==> src/rtl/mips_pkg.sv <==
// Shared types and constants for the MIPS pipeline front end.
package mips_pkg;

  localparam int unsigned PC_W = 32;
  localparam logic [PC_W-1:0] PC_STEP = 32'd4;
  localparam logic [31:0] NOP_INSTR = 32'h0000_0000;

  typedef enum logic [1:0] {
    StReq,
    StHold,
    StDrop
  } fetch_state_e;

endpackage

==> src/rtl/fetch_unit_if.sv <==
// Request/acknowledge instruction-memory port between the fetch stage and memory.
interface fetch_unit_if;
  import mips_pkg::*;

  logic            imem_req;
  logic [PC_W-1:0] imem_addr;
  logic            imem_ack;
  logic [31:0]     imem_rdata;

  modport master (
    output imem_req,
    output imem_addr,
    input  imem_ack,
    input  imem_rdata
  );

  modport slave (
    input  imem_req,
    input  imem_addr,
    output imem_ack,
    output imem_rdata
  );

endinterface

==> src/rtl/fetch_perf.sv <==
// Saturating fetch/wait cycle counters for the fetch stage, cleared on reset.
module fetch_perf (
  input  logic        clk,
  input  logic        reset,
  input  logic        fetch_inc,
  input  logic        wait_inc,
  output logic [31:0] fetch_cnt,
  output logic [31:0] wait_cnt
);

  logic [31:0] fetch_q, fetch_d;
  logic [31:0] wait_q, wait_d;

  always_comb begin
    fetch_d = fetch_q;
    wait_d  = wait_q;
    if (fetch_inc && (fetch_q != 32'hFFFF_FFFF)) fetch_d = fetch_q + 32'd1;
    if (wait_inc && (wait_q != 32'hFFFF_FFFF)) wait_d = wait_q + 32'd1;
  end

  always_ff @(posedge clk) begin
    if (reset) begin
      fetch_q <= 32'd0;
      wait_q  <= 32'd0;
    end else begin
      fetch_q <= fetch_d;
      wait_q  <= wait_d;
    end
  end

  assign fetch_cnt = fetch_q;
  assign wait_cnt  = wait_q;

endmodule

==> src/rtl/fetch_unit.sv <==
// MIPS instruction-fetch stage: PC, next-PC selection and multi-cycle imem handshake.
// Optional FETCH_PERF_EN adds saturating fetch_cnt/wait_cnt outputs.
module fetch_unit
  import mips_pkg::*;
#(
  parameter logic [PC_W-1:0] RESET_PC = 32'h0000_0000
) (
  input  logic            clk,
  input  logic            reset,
  input  logic            stallf,
  input  logic            pcsrcd,
  input  logic [PC_W-1:0] pcbranchd,
  input  logic            jumpd,
  input  logic [PC_W-1:0] jtad,
  fetch_unit_if.master    imem,
  output logic [31:0]     rd,
  output logic [PC_W-1:0] pcp4f,
  output logic [PC_W-1:0] pcf,
  output logic            ivalid
`ifdef FETCH_PERF_EN
  ,
  output logic [31:0]     fetch_cnt,
  output logic [31:0]     wait_cnt
`endif
);

  fetch_state_e    state_q, state_d;
  logic [PC_W-1:0] pc_q, pc_d;
  logic [PC_W-1:0] pcp4_q;
  logic [PC_W-1:0] tgt_q, tgt_d;
  logic [31:0]     buf_q, buf_d;
  logic [PC_W-1:0] npc;
  logic [PC_W-1:0] target;
  logic            redir;

  always_comb begin
    // A stall suppresses any redirect from decode in the same cycle.
    redir  = (jumpd | pcsrcd) & ~stallf;
    target = jumpd ? jtad : pcbranchd;
    npc    = pc_q + PC_STEP;

    state_d        = state_q;
    pc_d           = pc_q;
    tgt_d          = tgt_q;
    buf_d          = buf_q;
    imem.imem_req  = 1'b0;
    imem.imem_addr = pc_q;
    rd             = NOP_INSTR;
    ivalid         = 1'b0;

    case (state_q)
      StReq: begin
        imem.imem_req = 1'b1;
        if (imem.imem_ack) begin
          rd     = imem.imem_rdata;
          ivalid = 1'b1;
          if (redir) begin
            pc_d = target;
          end else if (!stallf) begin
            pc_d = npc;
          end else begin
            buf_d   = imem.imem_rdata;
            state_d = StHold;
          end
        end else if (redir) begin
          tgt_d   = target;
          state_d = StDrop;
        end
      end
      StHold: begin
        rd     = buf_q;
        ivalid = 1'b1;
        if (redir) begin
          pc_d    = target;
          state_d = StReq;
        end else if (!stallf) begin
          pc_d    = npc;
          state_d = StReq;
        end
      end
      StDrop: begin
        // The outstanding request must complete before the PC may move.
        imem.imem_req = 1'b1;
        if (imem.imem_ack) begin
          pc_d    = redir ? target : tgt_q;
          state_d = StReq;
        end else if (redir) begin
          tgt_d = target;
        end
      end
      default: state_d = StReq;
    endcase
  end

  always_ff @(posedge clk) begin
    if (reset) begin
      state_q <= StReq;
      pc_q    <= RESET_PC;
      pcp4_q  <= RESET_PC + PC_STEP;
      tgt_q   <= '0;
      buf_q   <= '0;
    end else begin
      state_q <= state_d;
      pc_q    <= pc_d;
      pcp4_q  <= pc_d + PC_STEP;
      tgt_q   <= tgt_d;
      buf_q   <= buf_d;
    end
  end

  assign pcf   = pc_q;
  assign pcp4f = pcp4_q;

`ifdef FETCH_PERF_EN
  logic fetch_inc;
  logic wait_inc;

  assign fetch_inc = (state_q == StReq) & imem.imem_ack;
  assign wait_inc  = ~ivalid;

  fetch_perf u_perf (
    .clk       (clk),
    .reset     (reset),
    .fetch_inc (fetch_inc),
    .wait_inc  (wait_inc),
    .fetch_cnt (fetch_cnt),
    .wait_cnt  (wait_cnt)
  );
`endif

endmodule

==> src/flat_wrapper.sv <==
// flat-port wrapper written by rule: the top's interface ports become plain ports
module fetch_unit_flat import mips_pkg::*;
#(
  parameter logic [PC_W-1:0] RESET_PC = 32'h0000_0000
)
  (clk, reset, stallf, pcsrcd, pcbranchd, jumpd, jtad, rd, pcp4f, pcf, ivalid, imem_imem_req, imem_imem_addr, imem_imem_ack, imem_imem_rdata);
  fetch_unit_if imem_i ();
  input  logic clk;
  input  logic reset;
  input  logic stallf;
  input  logic pcsrcd;
  input  logic [PC_W-1:0] pcbranchd;
  input  logic jumpd;
  input  logic [PC_W-1:0] jtad;
  output logic [31:0] rd;
  output logic [PC_W-1:0] pcp4f;
  output logic [PC_W-1:0] pcf;
  output logic ivalid;
  output wire logic [$bits(imem_i.imem_req)-1:0] imem_imem_req;
  output wire logic [$bits(imem_i.imem_addr)-1:0] imem_imem_addr;
  input wire logic [$bits(imem_i.imem_ack)-1:0] imem_imem_ack;
  input wire logic [$bits(imem_i.imem_rdata)-1:0] imem_imem_rdata;
  assign imem_imem_req = imem_i.imem_req;
  assign imem_imem_addr = imem_i.imem_addr;
  assign imem_i.imem_ack = imem_imem_ack;
  assign imem_i.imem_rdata = imem_imem_rdata;
  fetch_unit #(.RESET_PC(RESET_PC)) u_core (.clk(clk), .reset(reset), .stallf(stallf), .pcsrcd(pcsrcd), .pcbranchd(pcbranchd), .jumpd(jumpd), .jtad(jtad), .imem(imem_i), .rd(rd), .pcp4f(pcp4f), .pcf(pcf), .ivalid(ivalid));
endmodule
==> config.mk <==
export PLATFORM = sky130hd
export DESIGN_NAME = fetch_unit_flat
export DESIGN_NICKNAME = d
export VERILOG_FILES = /design/src/rtl/mips_pkg.sv /design/src/rtl/fetch_unit_if.sv /design/src/rtl/fetch_perf.sv /design/src/rtl/fetch_unit.sv /design/src/flat_wrapper.sv
export SDC_FILE = /design/constraint.sdc
export NUM_CORES = 1
export LEC_CHECK = 0
export BUFFER_PORTS_ARGS = -buffer_cell sky130_fd_sc_hd__buf_2
export CORE_ASPECT_RATIO = 1.4
export CORE_MARGIN = 2
export CORE_UTILIZATION = 35
export CTS_CLUSTER_DIAMETER = 60
export DETAILED_ROUTE_END_ITERATION = 6
export REMOVE_ABC_BUFFERS = 1
export SETUP_SLACK_MARGIN = 0.3
export SLEW_MARGIN = 20
export SYNTH_ARGS = -nofsm -noshare
export SYNTH_HDL_FRONTEND = slang
export SYNTH_SLANG_ARGS = --single-unit
==> constraint.sdc <==
create_clock -name clk -period 3.6 [get_ports clk]
set_input_delay 0 -clock clk [delete_from_list [all_inputs] [get_ports clk]]
set_output_delay 0 -clock clk [all_outputs]
set_load 0.01 [all_outputs]
==> impl_metrics.env <==
export IMPL_status="complete, no violations"
export IMPL_drc=0
export IMPL_grt_pass1_vias=8245
export IMPL_place_gp_congestion=0.953
export IMPL_numCtsBuffers=17
export IMPL_holdPathEnd="u_core.tgt_q[7]"
export IMPL_yosysUniqueCellTypes=73
export IMPL_crit_fanout=8
export IMPL_crit_type="flip-flop to flip-flop"
export IMPL_period_needed_ns=3.25
export IMPL_max_clock_freq_ghz=0.308
export IMPL_grt_pass1_wl_mm=45.5
export IMPL_rows=64
export IMPL_die_w_um=129
export IMPL_antenna_left=0
export IMPL_r2r_start="u_core.imem.imem_addr[2]"
export IMPL_hp_class="input port to flip-flop"
export IMPL_rr_worst_depth=9
export IMPL_postRouteWirelength_mm=30.4
export IMPL_cts_root_buf="clkbuf_16"
export IMPL_path_clk_slew_ns=0.06
export IMPL_avgSynthCellArea_um2=7.83
export IMPL_antenna_cells=0
export IMPL_p_per_area_mw_per_mm2=425
export IMPL_tns_ns=0
export IMPL_rsz0062_at_grt="true"
export IMPL_worstPathRequired_ns=3.96
export IMPL_clk_latency_ns=0.43
export IMPL_clockBufferDepth=2
export IMPL_overflow=0
export IMPL_r2r_setup_slack_ns=0.35
export IMPL_leakage_nw=4.51
export IMPL_vias_per_cell=5.57
export IMPL_vias=8762
export IMPL_period_share_pct=90.2
export IMPL_dp_cells=1481
export IMPL_synth_edff_count=0
export IMPL_dr_wl_met2_mm=14.9
export IMPL_port_buffers=231
export IMPL_slew_headroom_pct=47.4
export IMPL_finalMaxSlewViolations=0
export IMPL_hold_viol_final=0
export IMPL_grt_usage_pct=25.8
export IMPL_arrival_ns=3.61
export IMPL_num_io_pins=232
export IMPL_wl_met3_mm=2.06
export IMPL_async_reset_ff_share_pct=0
export IMPL_syn_cell_area_mm2=0.00767
export IMPL_first_iter_violations=547
export IMPL_reg2reg_to="u_core.pcp4f[31]"
export IMPL_tightest_slew_ns=0.789
export IMPL_p_total_w=0.00455
export IMPL_setup_viol=0
export IMPL_dieArea_mm2=0.0231
export IMPL_dpl_hpwl_mm=22.3
export IMPL_grt_max_degree=70
export IMPL_finalNonFillerCells=1572
export IMPL_end_kind="flip-flop"
export IMPL_die_y_um=179
export IMPL_synth_ff_type="dfxtp_1"
export IMPL_drive_above_1_share_pct=33.1
export IMPL_synthCells=980
export IMPL_fin_skew_ns=0.00920
export IMPL_ys_warn_count=0
export IMPL_firstDrtPassIters=5
export IMPL_min_delay_start="pcbranchd[7]"
export IMPL_hold_ws_ns=0.0103
export IMPL_cp_start_kind="flip-flop"
export IMPL_holdPathStages=3
export IMPL_cts_tree="done"
export IMPL_drv_cap=0
export IMPL_wire_per_inst_um=19.3
export IMPL_core_mm2=0.0217
export IMPL_clkSinkCount=128
export IMPL_cts_htree_levels=4
export IMPL_synth_seq_cells=128
export IMPL_antenna_found_initial=1
export IMPL_syn2layout_area_growth_pct=39.5
export IMPL_highest_layer="met5"
export IMPL_peakVddDrop_v=0.000335
export IMPL_met1_length_mm=12.1
export IMPL_cp_startpoint="u_core.imem.imem_addr[2]"
export IMPL_ys_seq_area_share_pct=33.4
export IMPL_final_nets=1366
export IMPL_start_util_pct=35.4
registers in the layout, summed over array words and instances, names as in the netlist, named ones only:
signal                 flops
u_core.imem.imem_addr     30
u_core.tgt_q              32
u_core.pcp4f              30
u_core.buf_q              32
u_core.state_q             2
layout by cell type, fill, tap and decap left out, types with 9 or more instances in the layout:
cell type,instances
nor2b_1,15
nand3_1,16
a211oi_1,31
inv_1,12
nor2_1,90
nor4_1,9
mux2_2,10
or3_1,10
clkbuf_16,17
o21ai_0,33
a31oi_1,9
a21oi_1,73
nand4_1,13
dlygate4sd3_1,50
nand2b_1,16
a22o_1,37
o21a_1,9
xnor2_1,10
and2_1,10
mux2i_1,19
nor3_1,28
dfxtp_1,122
buf_4,88
nand2_1,112
o31ai_1,10
buf_2,230
metal layers:
| metal | global-route usage [%] | vias up |
|---|---|---|
| met5 | 0 | - |
| met4 | 12.5 | 2 |
| met3 | 5.31 | 89 |
| met2 | 44.9 | 429 |
| met1 | 29.8 | 4092 |
| li1 | - | 4150 |
report_power, final:
part | internal, W | switching, W
combinational | 0.000443 | 0.000568
clock | 0.00124 | 0.000718
sequential | 0.00151 | 0.0000702
total | 0.00320 | 0.00136
timing repair:
action,4_1_cts,5_1_grt
setup buffers,3,6
pin swaps,2,9
endpoints found under the setup margin,3,11
hold buffers,50,0
endpoints found under the hold margin,42,0
resized for setup,4,29
worst max-delay path by stage:
| stage | endpoint | slack, ns | cells past startpoint |
|---|---|---|---|
| 2_1_floorplan | u_core.pcp4f[27] | -0.08 | 9 |
| 3_3_place_gp | u_core.pcp4f[31] | 0.32 | 10 |
| 3_5_place_dp | u_core.pcp4f[30] | 0.26 | 8 |
| 4_1_cts | u_core.pcp4f[30] | 0.30 | 9 |
| 5_1_grt | u_core.pcp4f[31] | 0.25 | 10 |
| 6_report | u_core.pcp4f[31] | 0.35 | 9 |
synthesized netlist by cell type (7+ instances only):
master / n / area [µm²]
xnor2_1: 10 / 87.6
o21ai_0: 33 / 165
clkbuf_1: 58 / 218
nand3_1: 18 / 90.1
buf_4: 37 / 278
buf_2: 13 / 65.1
a21oi_1: 74 / 370
nor2_1: 93 / 349
and3_1: 7 / 43.8
o21a_1: 9 / 67.6
nor3_1: 30 / 150
a31oi_1: 10 / 62.6
a211oi_1: 32 / 240
a22o_1: 37 / 324
o22ai_1: 8 / 50.1
and2_1: 10 / 62.6
nand2b_1: 16 / 100
o31ai_1: 10 / 75.1
dfxtp_1: 128 / 2560
nand4_1: 13 / 81.3
nand2_1: 112 / 420
o31a_1: 8 / 70.1
inv_1: 13 / 48.8
mux2i_1: 19 / 190
nor4_1: 13 / 81.3
or3_1: 11 / 68.8
or4_1: 11 / 82.6
mux2_2: 10 / 113
nor2b_1: 15 / 93.8
final cells by class:
| class | count | area, µm² |
|---|---|---|
| multi-input combinational | 726 | 4620 |
| timing repair buffer | 375 | 2430 |
| fill | 2127 | 11000 |
| clock buffer | 17 | 425 |
| inverter | 14 | 56.3 |
| clock inverter | 15 | 233 |
| tap | 297 | 372 |
| sequential | 128 | 2570 |
worst max-delay path, cell delays in order, from the launching register on:
cell and delay (ns):
dfxtp_2 0.36, buf_6 0.13, nand3_2 0.09, or4_4 0.61, or4_4 0.54, o211a_4 0.18
a211o_1 0.28, or4_4 0.43, or4_4 0.42, a21oi_2 0.13
metrics by stage:
step / area, µm² / setup WS, ns / util [%]
3_3_place_gp: 9330 / 0.316 / 43.0
3_5_place_dp: 9330 / 0.264 / 43.0
5_1_grt: 10700 / 0.252 / 49.3
2_1_floorplan: 7100 / -0.0777 / -
6_report: 10700 / 0.352 / 49.3
4_1_cts: 10500 / 0.301 / 48.5
kinds of logic after synthesis:
kind of cell               count (synthesis)  synth area share, %
and+or+nand+nor                          386                 25.4
AOI/OAI and AO/OA                        297                 27.4
buffers and inverters                    126                 8.19
DFF                                      128                 33.4
xor gates and xnor gates                  12                 1.37
muxes                                     29                 3.95
adders and majority gates                  2                0.326
Note: power is estimated with default switching activity, not from simulation.
